**src/rtl/fpu_pkg.sv**
```systemverilog
// Shared types and constants for the fpu_add_RTL initiator path.
package fpu_pkg;

    typedef logic [31:0] fp32_t;

    typedef struct packed {
        fp32_t a;
        fp32_t b;
    } fp_pair_t;

    typedef enum logic [1:0] {IDLE, ISSUE, WAIT, GAP} issuer_state_t;

    localparam fp32_t FP32_QNAN = 32'h7fc00000;

endpackage

```
**src/rtl/fpu_op_fifo.sv**
```systemverilog
// Synchronous FIFO of operand pairs; DEPTH must be a power of two so the pointers wrap freely.
module fpu_op_fifo
    import fpu_pkg::*;
#(
    parameter int unsigned DEPTH = 4
) (
    input  logic                         clk,
    input  logic                         reset,
    input  logic                         push,
    input  fp_pair_t                     wdata,
    input  logic                         pop,
    output fp_pair_t                     rdata,
    output logic                         full,
    output logic                         empty,
    output logic [$clog2(DEPTH+1)-1:0]   count
);

    localparam int unsigned AW = $clog2(DEPTH);
    localparam int unsigned CW = $clog2(DEPTH + 1);

    fp_pair_t        mem [DEPTH];
    logic [AW-1:0]   wr_q;
    logic [AW-1:0]   rd_q;
    logic [CW-1:0]   cnt_q;
    logic            do_push;
    logic            do_pop;

    assign do_push = push && !full;
    assign do_pop  = pop && !empty;

    always_ff @(posedge clk or negedge reset) begin
        if (!reset) begin
            wr_q  <= '0;
            rd_q  <= '0;
            cnt_q <= '0;
        end else begin
            if (do_push) wr_q <= wr_q + 1'b1;
            if (do_pop)  rd_q <= rd_q + 1'b1;
            if (do_push && !do_pop)      cnt_q <= cnt_q + 1'b1;
            else if (do_pop && !do_push) cnt_q <= cnt_q - 1'b1;
        end
    end

    // Storage needs no reset: an entry is only read after it has been written.
    always_ff @(posedge clk) begin
        if (do_push) mem[wr_q] <= wdata;
    end

    assign rdata = mem[rd_q];
    assign full  = (cnt_q == CW'(DEPTH));
    assign empty = (cnt_q == '0);
    assign count = cnt_q;

endmodule

```
**src/rtl/fpu_add_issuer.sv**
```systemverilog
// Buffers operand pairs, issues them one at a time to fpu_add_RTL and registers each result
// (or a quiet-NaN timeout marker) for a downstream valid/ready consumer.
module fpu_add_issuer
    import fpu_pkg::*;
#(
    parameter int unsigned DEPTH          = 4,
    parameter int unsigned TIMEOUT_CYCLES = 64
) (
    input  logic          clk,
    input  logic          reset,
    input  logic          in_valid,
    output logic          in_ready,
    input  logic [31:0]   in_a,
    input  logic [31:0]   in_b,
    output logic [31:0]   fpu_din1,
    output logic [31:0]   fpu_din2,
    output logic          fpu_valid,
    input  logic [31:0]   fpu_result,
    input  logic          fpu_ready,
    output logic          out_valid,
    input  logic          out_ready,
    output logic [31:0]   out_result,
    output logic          out_timeout,
    output logic          busy
);

    localparam int unsigned CW = $clog2(TIMEOUT_CYCLES + 1);

    issuer_state_t                   state_q, state_d;
    fp32_t                           din1_q, din1_d;
    fp32_t                           din2_q, din2_d;
    logic                            fpu_valid_q, fpu_valid_d;
    logic                            out_valid_q, out_valid_d;
    fp32_t                           out_result_q, out_result_d;
    logic                            out_timeout_q, out_timeout_d;
    logic [CW-1:0]                   cnt_q, cnt_d;

    fp_pair_t                        head;
    logic                            fifo_full;
    logic                            fifo_empty;
    logic [$clog2(DEPTH+1)-1:0]      fifo_count;
    logic                            pop;

    fpu_op_fifo #(
        .DEPTH (DEPTH)
    ) u_fifo (
        .clk   (clk),
        .reset (reset),
        .push  (in_valid && !fifo_full),
        .wdata ('{a: in_a, b: in_b}),
        .pop   (pop),
        .rdata (head),
        .full  (fifo_full),
        .empty (fifo_empty),
        .count (fifo_count)
    );

    always_comb begin
        state_d       = state_q;
        din1_d        = din1_q;
        din2_d        = din2_q;
        fpu_valid_d   = 1'b0;
        out_valid_d   = out_valid_q;
        out_result_d  = out_result_q;
        out_timeout_d = out_timeout_q;
        cnt_d         = cnt_q;
        pop           = 1'b0;

        if (out_valid_q && out_ready) out_valid_d = 1'b0;

        unique case (state_q)
            // Holding off while a result is pending keeps at most one op in flight.
            IDLE: begin
                if (!fifo_empty && !out_valid_q) begin
                    state_d     = ISSUE;
                    din1_d      = head.a;
                    din2_d      = head.b;
                    fpu_valid_d = 1'b1;
                    pop         = 1'b1;
                end
            end
            ISSUE: begin
                cnt_d   = '0;
                state_d = WAIT;
            end
            WAIT: begin
                if (cnt_q != CW'(TIMEOUT_CYCLES)) cnt_d = cnt_q + 1'b1;
                if (fpu_ready) begin
                    out_result_d  = fpu_result;
                    out_timeout_d = 1'b0;
                    out_valid_d   = 1'b1;
                    state_d       = GAP;
                end else if (cnt_q == CW'(TIMEOUT_CYCLES - 1)) begin
                    out_result_d  = FP32_QNAN;
                    out_timeout_d = 1'b1;
                    out_valid_d   = 1'b1;
                    state_d       = GAP;
                end
            end
            GAP: begin
                state_d = IDLE;
            end
        endcase
    end

    always_ff @(posedge clk or negedge reset) begin
        if (!reset) begin
            state_q       <= IDLE;
            din1_q        <= '0;
            din2_q        <= '0;
            fpu_valid_q   <= 1'b0;
            out_valid_q   <= 1'b0;
            out_result_q  <= '0;
            out_timeout_q <= 1'b0;
            cnt_q         <= '0;
        end else begin
            state_q       <= state_d;
            din1_q        <= din1_d;
            din2_q        <= din2_d;
            fpu_valid_q   <= fpu_valid_d;
            out_valid_q   <= out_valid_d;
            out_result_q  <= out_result_d;
            out_timeout_q <= out_timeout_d;
            cnt_q         <= cnt_d;
        end
    end

    assign in_ready    = !fifo_full;
    assign busy        = (state_q != IDLE) || (fifo_count != '0);
    assign fpu_din1    = din1_q;
    assign fpu_din2    = din2_q;
    assign fpu_valid   = fpu_valid_q;
    assign out_valid   = out_valid_q;
    assign out_result  = out_result_q;
    assign out_timeout = out_timeout_q;

endmodule

```
**config.mk**
```make
export PLATFORM = sky130hd
export DESIGN_NAME = fpu_add_issuer
export DESIGN_NICKNAME = d
export VERILOG_FILES = /design/src/rtl/fpu_pkg.sv /design/src/rtl/fpu_op_fifo.sv /design/src/rtl/fpu_add_issuer.sv
export SDC_FILE = /design/constraint.sdc
export NUM_CORES = 1
export LEC_CHECK = 0
export CAP_MARGIN = 25
export CELL_PAD_IN_SITES_DETAIL_PLACEMENT = 1
export CELL_PAD_IN_SITES_GLOBAL_PLACEMENT = 1
export CORE_MARGIN = 4
export CORE_UTILIZATION = 40
export CTS_CLUSTER_SIZE = 28
export DETAILED_ROUTE_END_ITERATION = 8
export PLACE_DENSITY = 0.72
export SLEW_MARGIN = 10
export SYNTH_ARGS = -nofsm -noshare
export SYNTH_HDL_FRONTEND = slang
export SYNTH_SLANG_ARGS = --single-unit
```
**constraint.sdc**
```tcl
create_clock -name clk -period 2.96 [get_ports clk]
set_input_delay 0.296 -clock clk [delete_from_list [all_inputs] [get_ports clk]]
set_output_delay 0.296 -clock clk [all_outputs]
set_load 0.005 [all_outputs]
```
==> results.txt <==
----------------------------------------------------
[Power]
  Pleak ... 6.28 nW
  Power density over the cells ... 1040 nW/um^2
  Maximum resistive drop on vdd ... 0.510 mV

[Timing]
  Clock tree skew after final layout ... 25.7 ps
  Count of final hold-check violations ... 0
  Unrepaired setup endpoints after global routing ... no
  Max_slew headroom ... 55.1%
  Share of the clock period used by the worst path ... 74.7%
  Crit path time final ... 2210 ps
  Final TNS setup ... 0 ps
  Maximum clock frequency ... 452 MHz
  Setup Viol. Count Final ... 0
  Pin slew with the least headroom to its limit ... 674 ps
  Worst Hold Margin ... 374 ps
  Least setup slack across all paths after layout ... 750 ps
  Number of pins with negative max-slew slack in the final report ... 0

[Yosys]
  Top FF cell, synth ... sky130_fd_sc_hd__edfxtp_1
  Netlist area before placement ... 13800 sq um
  Synth warn ... 0
  Synth area leaders ... sky130_fd_sc_hd__edfxtp_1 56%, sky130_fd_sc_hd__dfrtp_1 21%, sky130_fd_sc_hd__mux4_2 10%
  Post-synthesis sequential area ratio ... 76.7%
  Synth top area share ... 55.8%
  Asr flop ratio synth ... 31.0%
  Cell taking the most area after synthesis ... sky130_fd_sc_hd__edfxtp_1
  Number of enable-type register cells in the synthesized netlist ... 256
  Post-Syn Nets ... 755
  Average footprint of a synthesized cell ... 21.5 sq um
  Post-synthesis sequential element count ... 371
  Count of cell types in the netlist ... 40
  Gate count after technology mapping ... 642

[CTS]
  CTS tree ... done
  Root buffer cell ... sky130_fd_sc_hd__clkbuf_16
  Source-to-sink clock delay at the later pin of the worst-skew pair ... 520 ps
  Clock tree buffer depth ... 3
  Gates resized, CTS repair ... 0
  Post-CTS clock slew at the launch and capture registers of the worst setup and hold paths ... 60 ps
  Total clock buffers created by CTS ... 40
  Maximum level of the CTS H-tree ... 2
  Number of clock sinks seen by CTS ... 371

[Setup path]
  Maximum fanout count along the critical path ... 4
  Worst setup slack for register-to-register paths ... 860 ps
  Data arrival time of the critical path ... 1910 ps
  Cell type of the slowest stage on the worst timing path ... sky130_fd_sc_hd__clkdlybuf4s50_1
  Largest stage delay on the critical path ... 500 ps
  Worst reg2reg path endpoint ... u_fifo.count[1]
  Buffering stage count on the worst path with inverters included ... 1
  Sort of element at the start of the critical path ... flip-flop
  Crit Reg-Reg Startpoint ... state_q[0]
  Capturing element type of the critical path ... output pin
  List of cells traversed by the critical path ... nor3_2 > nand2_1 > clkdlybuf4s50_1
  Endpoint required time on the critical path ... 2660 ps
  Crit Path Class ... reg -> out
  Cell class contributing the biggest share of worst-path delay ... buffers and inverters
  Worst Reg2Reg Path Length in Cells ... 8

[Floorplanning]
  Number of core rows ... 67
  Die Span Y ... 194 um
  Num ports ... 202
  Die Outline Area ... 37500 sq um
  Starting density of the core ... 40.8%
  Horizontal extent of the die ... 194 um
  Area of the core ... 33800 sq um

[Min path]
  Min-delay worst type ... in -> async

[Global routing]
  Grt total ovfl ... 0
  Global routing usage summed across all routing layers ... 15.8%
  Wire length of the first global-routing pass ... 46700 um
  Maximum number of pins on one net before global-route repair ... 68
  Via count of the first global-routing pass ... 7809
  Number of antenna violations at the first check in global routing ... 1

[Placed design]
  Final weighted congestion of routability-driven global placement ... 0.759
  Pre-CTS setup slack ... 747 ps
  Input/output buffers ... 201
  HPWL after DPL ... 18600 um
  Placement Cell Area ... 16500 sq um

[Detailed routing]
  Via-to-Cell Ratio ... 5.11
  # DRC ... 0
  Mean routed wirelength per cell ... 21.9 um
  Violation count after the first detailed-routing iteration ... 410
  First-pass iteration count of the detailed router ... 4
  Antenna-violating nets left ... 0
  Wire length after detailed routing ... 29800 um
  Vias after detailed routing ... 6934

[Finish]
  Post-route standard cell area excluding fillers ... 17700 sq um
  Final net count ... 991
  Filler Cell Count ... 3061
  Ratio of cells with drive above 1 in the final layout ... 24.2%
  Final antenna diode count ... 0
  Layout Area Growth over Synthesis ... 28.7%

[Status]
  Result of the run ... completed

[Run]
  Count of maximum capacitance violations ... 0

----------------------------------------------------
## worst max-delay path by stage
| stage | start | to | depth (start not counted) |
|---|---|---|---|
| after floorplan | u_fifo.count[0] | u_fifo.mem[0][0] | 3 |
| after global placement | in_valid | u_fifo.count[2] | 8 |
| after detailed placement | in_valid | u_fifo.count[2] | 8 |
| after CTS | u_fifo.count[0] | busy | 3 |
| after global routing | u_fifo.count[0] | busy | 3 |
| final | u_fifo.count[0] | busy | 3 |
## Yosys cell counts (2+ instances only)
cell                       count
sky130_fd_sc_hd__edfxtp_1    256
sky130_fd_sc_hd__dfrtp_1     115
sky130_fd_sc_hd__mux2_2       68
sky130_fd_sc_hd__mux4_2       64
sky130_fd_sc_hd__a22o_1       24
sky130_fd_sc_hd__buf_2        12
sky130_fd_sc_hd__ha_1         11
sky130_fd_sc_hd__inv_1        10
sky130_fd_sc_hd__o22a_1        9
sky130_fd_sc_hd__nand2_1       8
sky130_fd_sc_hd__clkbuf_1      7
sky130_fd_sc_hd__nor2_1        7
sky130_fd_sc_hd__o21ai_0       6
sky130_fd_sc_hd__and3_1        5
sky130_fd_sc_hd__buf_6         5
sky130_fd_sc_hd__a31oi_1       3
sky130_fd_sc_hd__buf_4         3
sky130_fd_sc_hd__xnor2_1       3
sky130_fd_sc_hd__xor2_1        3
sky130_fd_sc_hd__nand3b_1      2
sky130_fd_sc_hd__nor3_2        2
## cell families after synthesis
group	Yosys count	synth area share (%)
fa+ha+maj	12	1.14
buf+inv	38	1.50
simple gates	32	1.32
xor+xnor	6	0.381
mux	132	16.0
compound gates	51	2.96
flops	371	76.7
## registers in the layout, indices dropped and copies added (netlist names), 2 cells and up
register,cells
u_fifo.wr_q,2
cnt_q,7
u_fifo.count,3
fpu_din2,32
u_fifo.mem,256
u_fifo.rd_q,2
state_q,2
out_result,32
fpu_din1,32
## power by group
part / switching [mW] / internal, mW
sequential: 0.833 / 7.14
combinational: 2.29 / 3.42
clock: 1.91 / 2.78
## layer usage
layer	up-vias	global-route usage (%)	part of all wire, %
met4	2	3.02	1.6
li1	3054	-	-
met3	39	4.21	6.3
met1	3628	20.9	43
met5	-	0	0.044
met2	211	26.9	49
## per-stage QoR
stage                     utilization (%)  cells  total power, mW
final                                52.5   1357             18.4
after CTS                            52.5   1357             18.7
after global routing                 52.5   1357             19.5
after floorplan                         -    642             11.1
after detailed placement             48.7   1283             13.9
after global placement               48.7   1283             13.8
## placed cells by master (no fill, tap or decap), types with 8 or more instances in the layout
cell type                         Yosys  layout
sky130_fd_sc_hd__edfxtp_1           256     256
sky130_fd_sc_hd__clkdlybuf4s50_1      0     200
sky130_fd_sc_hd__dfrtp_1            115     113
sky130_fd_sc_hd__mux2_2              68      68
sky130_fd_sc_hd__mux4_2              64      64
sky130_fd_sc_hd__clkbuf_16            0      40
sky130_fd_sc_hd__a22o_1              24      24
sky130_fd_sc_hd__clkbuf_1             7      13
sky130_fd_sc_hd__buf_4                3      12
sky130_fd_sc_hd__ha_1                11      11
sky130_fd_sc_hd__inv_1               10      10
sky130_fd_sc_hd__o22a_1               9       9
sky130_fd_sc_hd__nand2_1              8       8
sky130_fd_sc_hd__buf_12               0       8
## cell type report
type,instances,area [sq um],area share (%)
Timing Repair Buffer,222,2270,12.8
Inverter,10,37.5,0.212
Multi-Input combinational cell,233,3030,17.1
Tap cell,448,561,3.16
Clock buffer,57,1100,6.23
Clock inverter,16,144,0.812
Sequential cell,371,10600,59.6
## timing repair
item                                   4_1_cts  5_1_grt
endpoints found under the hold margin       56        0
hold buffers                                 1        0
setup buffers                                0        0
Note: power is estimated with default switching activity, not from simulation.
